[config.mk]
export PLATFORM = sky130hd
export DESIGN_NAME = axil_reg_master_flat
export DESIGN_NICKNAME = d
export VERILOG_FILES = /design/src/rtl/bram2udp_pkg.sv /design/src/rtl/axil_reg_master_if.sv /design/src/rtl/axil_reg_master.sv /design/src/flat_wrapper.sv
export SDC_FILE = /design/constraint.sdc
export NUM_CORES = 1
export LEC_CHECK = 0
export CAP_MARGIN = 10
export CORE_ASPECT_RATIO = 0.7
export CORE_UTILIZATION = 45
export CTS_CLUSTER_SIZE = 14
export DETAILED_ROUTE_END_ITERATION = 8
export PLACE_DENSITY = 0.87
export SLEW_MARGIN = 10
export SYNTH_ARGS = -nofsm -noshare
export SYNTH_HDL_FRONTEND = slang
export SYNTH_SLANG_ARGS = --single-unit
export TNS_END_PERCENT = 30
[constraint.sdc]
create_clock -name sclk -period 6.4 [get_ports sclk]
set_input_delay 1.28 -clock sclk [delete_from_list [all_inputs] [get_ports sclk]]
set_output_delay 1.28 -clock sclk [all_outputs]
set_load 0.1 [all_outputs]
[src/rtl/bram2udp_pkg.sv]
// ============================================================================
// Module      : bram2udp_pkg
// Description : Shared register map, AXI response codes and FSM encoding for
//               the bram2udp register/BRAM window initiator.
// Revision    : 1.0 - initial release
// ============================================================================
`default_nettype none

package bram2udp_pkg;

    localparam logic [15:0] REG_INT_ENABLE = 16'h0000;
    localparam logic [15:0] REG_INT_STATUS = 16'h0004;
    localparam logic [15:0] REG_SDLEN      = 16'h0008;
    localparam logic [15:0] REG_RDLEN      = 16'h000C;
    localparam logic [15:0] REG_STATUS     = 16'h0010;

    localparam logic [15:0] TX_BRAM_LO     = 16'h0800;
    localparam logic [15:0] TX_BRAM_HI     = 16'h0FFF;
    localparam logic [15:0] RX_BRAM_LO     = 16'h1000;
    localparam logic [15:0] RX_BRAM_HI     = 16'h17FF;

    typedef logic [1:0] axi_resp_t;
    localparam axi_resp_t RESP_OKAY    = 2'b00;
    localparam axi_resp_t RESP_SLVERR  = 2'b10;
    localparam axi_resp_t RESP_DECERR  = 2'b11;
    localparam axi_resp_t RESP_TIMEOUT = 2'b11;

    typedef logic [2:0] state_t;
    localparam state_t ST_IDLE = 3'd0;
    localparam state_t ST_WR   = 3'd1;
    localparam state_t ST_WR_B = 3'd2;
    localparam state_t ST_RD_A = 3'd3;
    localparam state_t ST_RD_R = 3'd4;
    localparam state_t ST_RSP  = 3'd5;

    typedef struct packed {
        logic [31:0] rdata;
        axi_resp_t   resp;
        logic        tmo;
    } rsp_t;

    // Word-aligned bus address: the two byte-lane bits never reach the bus.
    function automatic logic [31:0] axil_addr(input logic [31:0] base, input logic [15:0] off);
        return base | {16'h0000, off & 16'hFFFC};
    endfunction

endpackage

`default_nettype wire

[src/rtl/axil_reg_master_if.sv]
// ============================================================================
// Module      : axil_reg_master_if
// Description : AXI4-Lite channel bundle between the register initiator and
//               the bram2udp slave.
// Revision    : 1.0 - initial release
// ============================================================================
`default_nettype none

interface axil_reg_master_if;

    logic [31:0] axi_awaddr_o;
    logic        axi_awvalid_o;
    logic        axi_awready_i;
    logic [31:0] axi_wdata_o;
    logic [3:0]  axi_wstrb_o;
    logic        axi_wvalid_o;
    logic        axi_wready_i;
    logic [1:0]  axi_bresp_i;
    logic        axi_bvalid_i;
    logic        axi_bready_o;
    logic [31:0] axi_araddr_o;
    logic        axi_arvalid_o;
    logic        axi_arready_i;
    logic [31:0] axi_rdata_i;
    logic [1:0]  axi_rresp_i;
    logic        axi_rvalid_i;
    logic        axi_rready_o;

    modport master (
        output axi_awaddr_o, axi_awvalid_o, input axi_awready_i,
        output axi_wdata_o, axi_wstrb_o, axi_wvalid_o, input axi_wready_i,
        input  axi_bresp_i, axi_bvalid_i, output axi_bready_o,
        output axi_araddr_o, axi_arvalid_o, input axi_arready_i,
        input  axi_rdata_i, axi_rresp_i, axi_rvalid_i, output axi_rready_o
    );

    modport slave (
        input  axi_awaddr_o, axi_awvalid_o, output axi_awready_i,
        input  axi_wdata_o, axi_wstrb_o, axi_wvalid_o, output axi_wready_i,
        output axi_bresp_i, axi_bvalid_i, input axi_bready_o,
        input  axi_araddr_o, axi_arvalid_o, output axi_arready_i,
        output axi_rdata_i, axi_rresp_i, axi_rvalid_i, input axi_rready_o
    );

endinterface

`default_nettype wire

[src/rtl/axil_reg_master.sv]
// ============================================================================
// Module      : axil_reg_master
// Description : Single-outstanding AXI4-Lite initiator turning register
//               commands into bus transactions, with timeout and error count.
// Revision    : 1.0 - initial release
// ============================================================================
`default_nettype none

module axil_reg_master
    import bram2udp_pkg::*;
#(
    parameter logic [31:0] BASEADDR       = 32'h4000_0000,
    parameter logic [15:0] TIMEOUT_CYCLES = 16'd1024
) (
    input  wire logic        sclk,
    input  wire logic        reset,
    input  wire logic        cmd_valid_i,
    output logic             cmd_ready_o,
    input  wire logic        cmd_write_i,
    input  wire logic [15:0] cmd_addr_i,
    input  wire logic [31:0] cmd_wdata_i,
    input  wire logic [3:0]  cmd_wstrb_i,
    output logic             rsp_valid_o,
    input  wire logic        rsp_ready_i,
    output logic [31:0]      rsp_rdata_o,
    output logic [1:0]       rsp_resp_o,
    output logic             rsp_timeout_o,
    output logic [15:0]      err_cnt_o,
    axil_reg_master_if.master axi
);

    state_t      state_q,   state_d;
    logic        cmd_ready_q, cmd_ready_d;
    logic        awvalid_q, awvalid_d;
    logic        wvalid_q,  wvalid_d;
    logic        bready_q,  bready_d;
    logic        arvalid_q, arvalid_d;
    logic        rready_q,  rready_d;
    logic [31:0] addr_q,    addr_d;
    logic [31:0] wdata_q,   wdata_d;
    logic [3:0]  wstrb_q,   wstrb_d;
    logic [15:0] cnt_q,     cnt_d;
    logic        rsp_valid_q, rsp_valid_d;
    rsp_t        rsp_q,     rsp_d;
    logic [15:0] err_cnt_q, err_cnt_d;

    logic [15:0] w_cnt_inc;
    logic        w_tmo;
    logic        w_aw_done;
    logic        w_w_done;
    logic        w_fin;
    logic        w_abort;
    rsp_t        w_fin_rsp;

    assign w_cnt_inc = (cnt_q == 16'hFFFF) ? cnt_q : cnt_q + 16'd1;
    assign w_tmo     = (TIMEOUT_CYCLES != 16'd0) && (w_cnt_inc >= TIMEOUT_CYCLES);
    assign w_aw_done = !awvalid_q || axi.axi_awready_i;
    assign w_w_done  = !wvalid_q  || axi.axi_wready_i;

    always_comb begin
        state_d     = state_q;
        cmd_ready_d = cmd_ready_q;
        awvalid_d   = awvalid_q;
        wvalid_d    = wvalid_q;
        bready_d    = bready_q;
        arvalid_d   = arvalid_q;
        rready_d    = rready_q;
        addr_d      = addr_q;
        wdata_d     = wdata_q;
        wstrb_d     = wstrb_q;
        cnt_d       = cnt_q;
        rsp_valid_d = rsp_valid_q;
        rsp_d       = rsp_q;
        err_cnt_d   = err_cnt_q;
        w_fin       = 1'b0;
        w_abort     = 1'b0;
        w_fin_rsp   = '0;

        case (state_q)
            ST_IDLE: begin
                if (cmd_valid_i) begin
                    cmd_ready_d = 1'b0;
                    cnt_d       = 16'd0;
                    addr_d      = axil_addr(BASEADDR, cmd_addr_i);
                    wdata_d     = cmd_wdata_i;
                    wstrb_d     = cmd_wstrb_i;
                    if (cmd_write_i) begin
                        state_d   = ST_WR;
                        awvalid_d = 1'b1;
                        wvalid_d  = 1'b1;
                    end else begin
                        state_d   = ST_RD_A;
                        arvalid_d = 1'b1;
                    end
                end
            end
            ST_WR: begin
                cnt_d     = w_cnt_inc;
                awvalid_d = awvalid_q && !axi.axi_awready_i;
                wvalid_d  = wvalid_q  && !axi.axi_wready_i;
                // Completing handshakes win over a coincident timeout.
                if (w_aw_done && w_w_done) begin
                    state_d  = ST_WR_B;
                    bready_d = 1'b1;
                end else if (w_tmo) begin
                    w_abort = 1'b1;
                end
            end
            ST_WR_B: begin
                cnt_d = w_cnt_inc;
                if (axi.axi_bvalid_i) begin
                    w_fin          = 1'b1;
                    w_fin_rsp.resp = axi.axi_bresp_i;
                end else if (w_tmo) begin
                    w_abort = 1'b1;
                end
            end
            ST_RD_A: begin
                cnt_d = w_cnt_inc;
                if (axi.axi_arready_i) begin
                    state_d   = ST_RD_R;
                    arvalid_d = 1'b0;
                    rready_d  = 1'b1;
                end else if (w_tmo) begin
                    w_abort = 1'b1;
                end
            end
            ST_RD_R: begin
                cnt_d = w_cnt_inc;
                if (axi.axi_rvalid_i) begin
                    w_fin           = 1'b1;
                    w_fin_rsp.rdata = axi.axi_rdata_i;
                    w_fin_rsp.resp  = axi.axi_rresp_i;
                end else if (w_tmo) begin
                    w_abort = 1'b1;
                end
            end
            ST_RSP: begin
                if (rsp_ready_i) begin
                    state_d     = ST_IDLE;
                    rsp_valid_d = 1'b0;
                    cmd_ready_d = 1'b1;
                end
            end
            default: begin
                state_d     = ST_IDLE;
                cmd_ready_d = 1'b1;
            end
        endcase

        if (w_abort) begin
            w_fin     = 1'b1;
            w_fin_rsp = '{rdata: 32'h0, resp: RESP_TIMEOUT, tmo: 1'b1};
        end

        // Every path into RSP releases the bus and accounts for errors here.
        if (w_fin) begin
            state_d     = ST_RSP;
            awvalid_d   = 1'b0;
            wvalid_d    = 1'b0;
            bready_d    = 1'b0;
            arvalid_d   = 1'b0;
            rready_d    = 1'b0;
            rsp_valid_d = 1'b1;
            rsp_d       = w_fin_rsp;
            if ((w_fin_rsp.resp != RESP_OKAY) && (err_cnt_q != 16'hFFFF)) begin
                err_cnt_d = err_cnt_q + 16'd1;
            end
        end
    end

    always_ff @(posedge sclk or posedge reset) begin
        if (reset) begin
            state_q     <= ST_IDLE;
            cmd_ready_q <= 1'b1;
            awvalid_q   <= 1'b0;
            wvalid_q    <= 1'b0;
            bready_q    <= 1'b0;
            arvalid_q   <= 1'b0;
            rready_q    <= 1'b0;
            addr_q      <= 32'h0;
            wdata_q     <= 32'h0;
            wstrb_q     <= 4'h0;
            cnt_q       <= 16'd0;
            rsp_valid_q <= 1'b0;
            rsp_q       <= '0;
            err_cnt_q   <= 16'd0;
        end else begin
            state_q     <= state_d;
            cmd_ready_q <= cmd_ready_d;
            awvalid_q   <= awvalid_d;
            wvalid_q    <= wvalid_d;
            bready_q    <= bready_d;
            arvalid_q   <= arvalid_d;
            rready_q    <= rready_d;
            addr_q      <= addr_d;
            wdata_q     <= wdata_d;
            wstrb_q     <= wstrb_d;
            cnt_q       <= cnt_d;
            rsp_valid_q <= rsp_valid_d;
            rsp_q       <= rsp_d;
            err_cnt_q   <= err_cnt_d;
        end
    end

    assign cmd_ready_o       = cmd_ready_q;
    assign rsp_valid_o       = rsp_valid_q;
    assign rsp_rdata_o       = rsp_q.rdata;
    assign rsp_resp_o        = rsp_q.resp;
    assign rsp_timeout_o     = rsp_q.tmo;
    assign err_cnt_o         = err_cnt_q;
    assign axi.axi_awaddr_o  = addr_q;
    assign axi.axi_awvalid_o = awvalid_q;
    assign axi.axi_wdata_o   = wdata_q;
    assign axi.axi_wstrb_o   = wstrb_q;
    assign axi.axi_wvalid_o  = wvalid_q;
    assign axi.axi_bready_o  = bready_q;
    assign axi.axi_araddr_o  = addr_q;
    assign axi.axi_arvalid_o = arvalid_q;
    assign axi.axi_rready_o  = rready_q;

endmodule

`default_nettype wire

[src/flat_wrapper.sv]
// flat-port wrapper written by rule: the top's interface ports become plain ports
module axil_reg_master_flat import bram2udp_pkg::*;
#(
    parameter logic [31:0] BASEADDR       = 32'h4000_0000,
    parameter logic [15:0] TIMEOUT_CYCLES = 16'd1024
)
  (sclk, reset, cmd_valid_i, cmd_ready_o, cmd_write_i, cmd_addr_i, cmd_wdata_i, cmd_wstrb_i, rsp_valid_o, rsp_ready_i, rsp_rdata_o, rsp_resp_o, rsp_timeout_o, err_cnt_o, axi_axi_awaddr_o, axi_axi_awvalid_o, axi_axi_awready_i, axi_axi_wdata_o, axi_axi_wstrb_o, axi_axi_wvalid_o, axi_axi_wready_i, axi_axi_bresp_i, axi_axi_bvalid_i, axi_axi_bready_o, axi_axi_araddr_o, axi_axi_arvalid_o, axi_axi_arready_i, axi_axi_rdata_i, axi_axi_rresp_i, axi_axi_rvalid_i, axi_axi_rready_o);
  axil_reg_master_if axi_i ();
  input  wire logic sclk;
  input  wire logic reset;
  input  wire logic cmd_valid_i;
  output logic cmd_ready_o;
  input  wire logic cmd_write_i;
  input  wire logic [15:0] cmd_addr_i;
  input  wire logic [31:0] cmd_wdata_i;
  input  wire logic [3:0] cmd_wstrb_i;
  output logic rsp_valid_o;
  input  wire logic rsp_ready_i;
  output logic [31:0] rsp_rdata_o;
  output logic [1:0] rsp_resp_o;
  output logic rsp_timeout_o;
  output logic [15:0] err_cnt_o;
  output wire logic [$bits(axi_i.axi_awaddr_o)-1:0] axi_axi_awaddr_o;
  output wire logic [$bits(axi_i.axi_awvalid_o)-1:0] axi_axi_awvalid_o;
  input wire logic [$bits(axi_i.axi_awready_i)-1:0] axi_axi_awready_i;
  output wire logic [$bits(axi_i.axi_wdata_o)-1:0] axi_axi_wdata_o;
  output wire logic [$bits(axi_i.axi_wstrb_o)-1:0] axi_axi_wstrb_o;
  output wire logic [$bits(axi_i.axi_wvalid_o)-1:0] axi_axi_wvalid_o;
  input wire logic [$bits(axi_i.axi_wready_i)-1:0] axi_axi_wready_i;
  input wire logic [$bits(axi_i.axi_bresp_i)-1:0] axi_axi_bresp_i;
  input wire logic [$bits(axi_i.axi_bvalid_i)-1:0] axi_axi_bvalid_i;
  output wire logic [$bits(axi_i.axi_bready_o)-1:0] axi_axi_bready_o;
  output wire logic [$bits(axi_i.axi_araddr_o)-1:0] axi_axi_araddr_o;
  output wire logic [$bits(axi_i.axi_arvalid_o)-1:0] axi_axi_arvalid_o;
  input wire logic [$bits(axi_i.axi_arready_i)-1:0] axi_axi_arready_i;
  input wire logic [$bits(axi_i.axi_rdata_i)-1:0] axi_axi_rdata_i;
  input wire logic [$bits(axi_i.axi_rresp_i)-1:0] axi_axi_rresp_i;
  input wire logic [$bits(axi_i.axi_rvalid_i)-1:0] axi_axi_rvalid_i;
  output wire logic [$bits(axi_i.axi_rready_o)-1:0] axi_axi_rready_o;
  assign axi_axi_awaddr_o = axi_i.axi_awaddr_o;
  assign axi_axi_awvalid_o = axi_i.axi_awvalid_o;
  assign axi_i.axi_awready_i = axi_axi_awready_i;
  assign axi_axi_wdata_o = axi_i.axi_wdata_o;
  assign axi_axi_wstrb_o = axi_i.axi_wstrb_o;
  assign axi_axi_wvalid_o = axi_i.axi_wvalid_o;
  assign axi_i.axi_wready_i = axi_axi_wready_i;
  assign axi_i.axi_bresp_i = axi_axi_bresp_i;
  assign axi_i.axi_bvalid_i = axi_axi_bvalid_i;
  assign axi_axi_bready_o = axi_i.axi_bready_o;
  assign axi_axi_araddr_o = axi_i.axi_araddr_o;
  assign axi_axi_arvalid_o = axi_i.axi_arvalid_o;
  assign axi_i.axi_arready_i = axi_axi_arready_i;
  assign axi_i.axi_rdata_i = axi_axi_rdata_i;
  assign axi_i.axi_rresp_i = axi_axi_rresp_i;
  assign axi_i.axi_rvalid_i = axi_axi_rvalid_i;
  assign axi_axi_rready_o = axi_i.axi_rready_o;
  axil_reg_master #(.BASEADDR(BASEADDR), .TIMEOUT_CYCLES(TIMEOUT_CYCLES)) u_core (.sclk(sclk), .reset(reset), .cmd_valid_i(cmd_valid_i), .cmd_ready_o(cmd_ready_o), .cmd_write_i(cmd_write_i), .cmd_addr_i(cmd_addr_i), .cmd_wdata_i(cmd_wdata_i), .cmd_wstrb_i(cmd_wstrb_i), .rsp_valid_o(rsp_valid_o), .rsp_ready_i(rsp_ready_i), .rsp_rdata_o(rsp_rdata_o), .rsp_resp_o(rsp_resp_o), .rsp_timeout_o(rsp_timeout_o), .err_cnt_o(err_cnt_o), .axi(axi_i));
endmodule
==> results.tsv <==
metric	value	unit
skew final	9.87	ps
Top FF cell, synth	dfrtp_1	
routing usage on met2	0.386	
R2R Setup Slk	3020	ps
Post-DRT Antenna Nets	0	
clock root buffer	clkbuf_16	
Reg clk slew, reported paths	60	ps
total setup buffers inserted after CTS	0	
first drt pass iteration count	6	
Startpoint Class	input port	
crit path max fanout	36	
post-route DRC violation count	0	
Area contributors post-synth	dfrtp_1 52%, mux2_2 9.2%, buf_4 6.1%	
WL/cell	17.2	um
die area	14200	um^2
Netlist cell types	63	
largest area contributor in the netlist	dfrtp_1	
Synth Instances	544	
Clock Sink Count	128	
global route overflow	0	
HP Class	flip-flop to flip-flop	
WHS	488	ps
Crit Path Category	input port to flip-flop	
number of enable flip-flop cells after synthesis	0	
Crit path arrival time	3810	ps
Seq/Total Area, Yosys	0.521	
die height	99.8	um
via count	4992	
gr usage total	0.229	
CTS Buf Count	17	
Post-DP HPWL	11.3	mm
setup tns final	0	ps
first-pass GRT wire length	25.2	mm
WL final	16.1	mm
effective utilization at floorplan	0.464	
Mapped Avg Cell Area	11.3	um^2
gr busiest metal	met2	
DP Worst Slack	2500	ps
final worst slack	2880	ps
Core ar.	13300	um^2
Die Width	142	um
n_diodes	0	
Slew headroom	0.223	
reg2reg start	u_core.cnt_q[0]	
CTS H-Tree Depth	4	
Least-Margin Pin Slew	1160	ps
CP Data Required Time	6690	ps
fin nets	837	
vias per cell	5.34	
Ys Warns	0	
post-synthesis async set-or-reset flop share	1.00	
share of cells above drive strength 1	0.140	
max cap viols	0	
cell area after synthesis	6150	um^2
hold path startpoint	u_core.rsp_timeout_o	
post-synth top area share	0.516	
Final Hold Violating Endpoints	0	
vias in the first global route	4939	
CTS tree	built	
commonest non-fill, non-tap cell in the layout	clkdlybuf4s50_1	
num rows	35	
Post-CTS Hold Fix Bufs	0	
pin count of the biggest net entering global routing	68	
status	finished clean	
final estimated routing congestion in global placement	0.854	
Detailed Route Iter0 Violations	382	
met3 Use GR	0.0568	
Final setup viols	0	
buffers added on ports	219	
clock tree buffer depth	2	
Ports	256	
Worst-Skew Late Latency	410	ps
most frequent cells in the layout	219 x clkdlybuf4s50_1, 127 x dfrtp_1, 50 x mux2_2	
final period utilization	0.550	
global routing usage on met1	0.285	
Max Clock Freq	284	MHz
#FFs+latches synth	128	
fin crit period	3520	ps
Area Growth Syn to Fin	44.1	%
Max Transition Viols Final	0	
initial antenna violation count	0	
PostCTS Resize Cnt	0	
Crit. Startpoint	axi_axi_rvalid_i	
RSZ-0062 raised after global routing	no	
CP Capture Type	flip-flop	
==> worst paths after layout <==
| path | to | cells after the start |
|---|---|---|
| worst max register to register | u_core.axi.axi_wvalid_o | 7 |
| worst min register to register | u_core.rsp_timeout_o | 2 |
| min in group asynchronous | u_core.axi.axi_araddr_o[4] | 2 |
| worst max-delay path | u_core.err_cnt_o[1] | 8 |
| max in group asynchronous | u_core.state_q[1] | 3 |
| worst min-delay path | u_core.rsp_timeout_o | 2 |
==> sequential cells by signal, summed over array words and instances (netlist names) <==
register	cells
u_core.cmd_ready_o	1
u_core.err_cnt_o	16
u_core.state_q	3
u_core.rsp_valid_o	1
u_core.cnt_q	16
u_core.axi.axi_wdata_o	32
u_core.axi.axi_rready_o	1
u_core.axi.axi_bready_o	1
u_core.rsp_timeout_o	1
u_core.axi.axi_awvalid_o	1
u_core.axi.axi_araddr_o	15
u_core.axi.axi_arvalid_o	1
u_core.axi.axi_wstrb_o	4
u_core.rsp_rdata_o	32
u_core.rsp_resp_o	2
u_core.axi.axi_wvalid_o	1
==> Yosys cell counts, types with 5 or more instances <==
cell type  number
dfrtp_1       127
buf_4          50
mux2_2         50
a22o_1         32
nor2_1         28
nand2_1        27
clkbuf_1       17
nand3_1        16
nor3_1         13
a21oi_1        12
nand4_1        12
o21ai_0        12
xnor2_1        12
inv_1          11
buf_2          10
a31oi_1         9
nor4_1          9
nand2b_1        8
and3_1          5
mux2i_1         5
o22ai_1         5
o31ai_1         5
or3_1           5
xor2_1          5
==> critical path, stage by stage <==
cell and delay [ps]:
clkdlybuf4s50_1 490, nor4bb_4 280, buf_4 400, o21ai_1 130, and2_0 480, nor2_1 320, a21oi_4 90, mux2_4 320
==> final cells by class <==
cell class                      count  area (um^2)
Sequential cell                   128         3200
Tap cell                          185          231
Timing Repair Buffer              222         2210
Clock inverter                     14          206
Clock buffer                       18          429
Multi-Input combinational cell    357         2540
Inverter                           11         43.8
Fill cell                        1006         4400
==> per-layer routing <==
metal | share of wire | routed length (um) | up-vias
met5 | 0 | 0 | -
met4 | 0.022 | 354 | 0
met3 | 0.074 | 1180 | 28
met2 | 0.50 | 7990 | 238
met1 | 0.41 | 6530 | 2446
li1 | - | - | 2280
==> kinds of logic after synthesis <==
kind of cell    Yosys count  share of synthesized area
buf+inv                  92                     0.0911
compound gates          103                      0.125
fa+ha+maj                 2                    0.00407
mux                      57                      0.104
other cells               1                   0.000609
xor+xnor                 17                     0.0242
flops                   128                      0.521
simple gates            144                      0.130
==> through the flow <==
stage	cell area, um^2	util	cells
floorplan	6280	-	577
global placement	8230	0.621	903
detailed placement	8230	0.621	903
CTS	8870	0.668	935
global route	8870	0.668	935
finish	8870	0.668	935
Power is left out: the tool's default activity adds up to more than one toggle a clock period on the data nets, which glitch-free logic cannot reach.
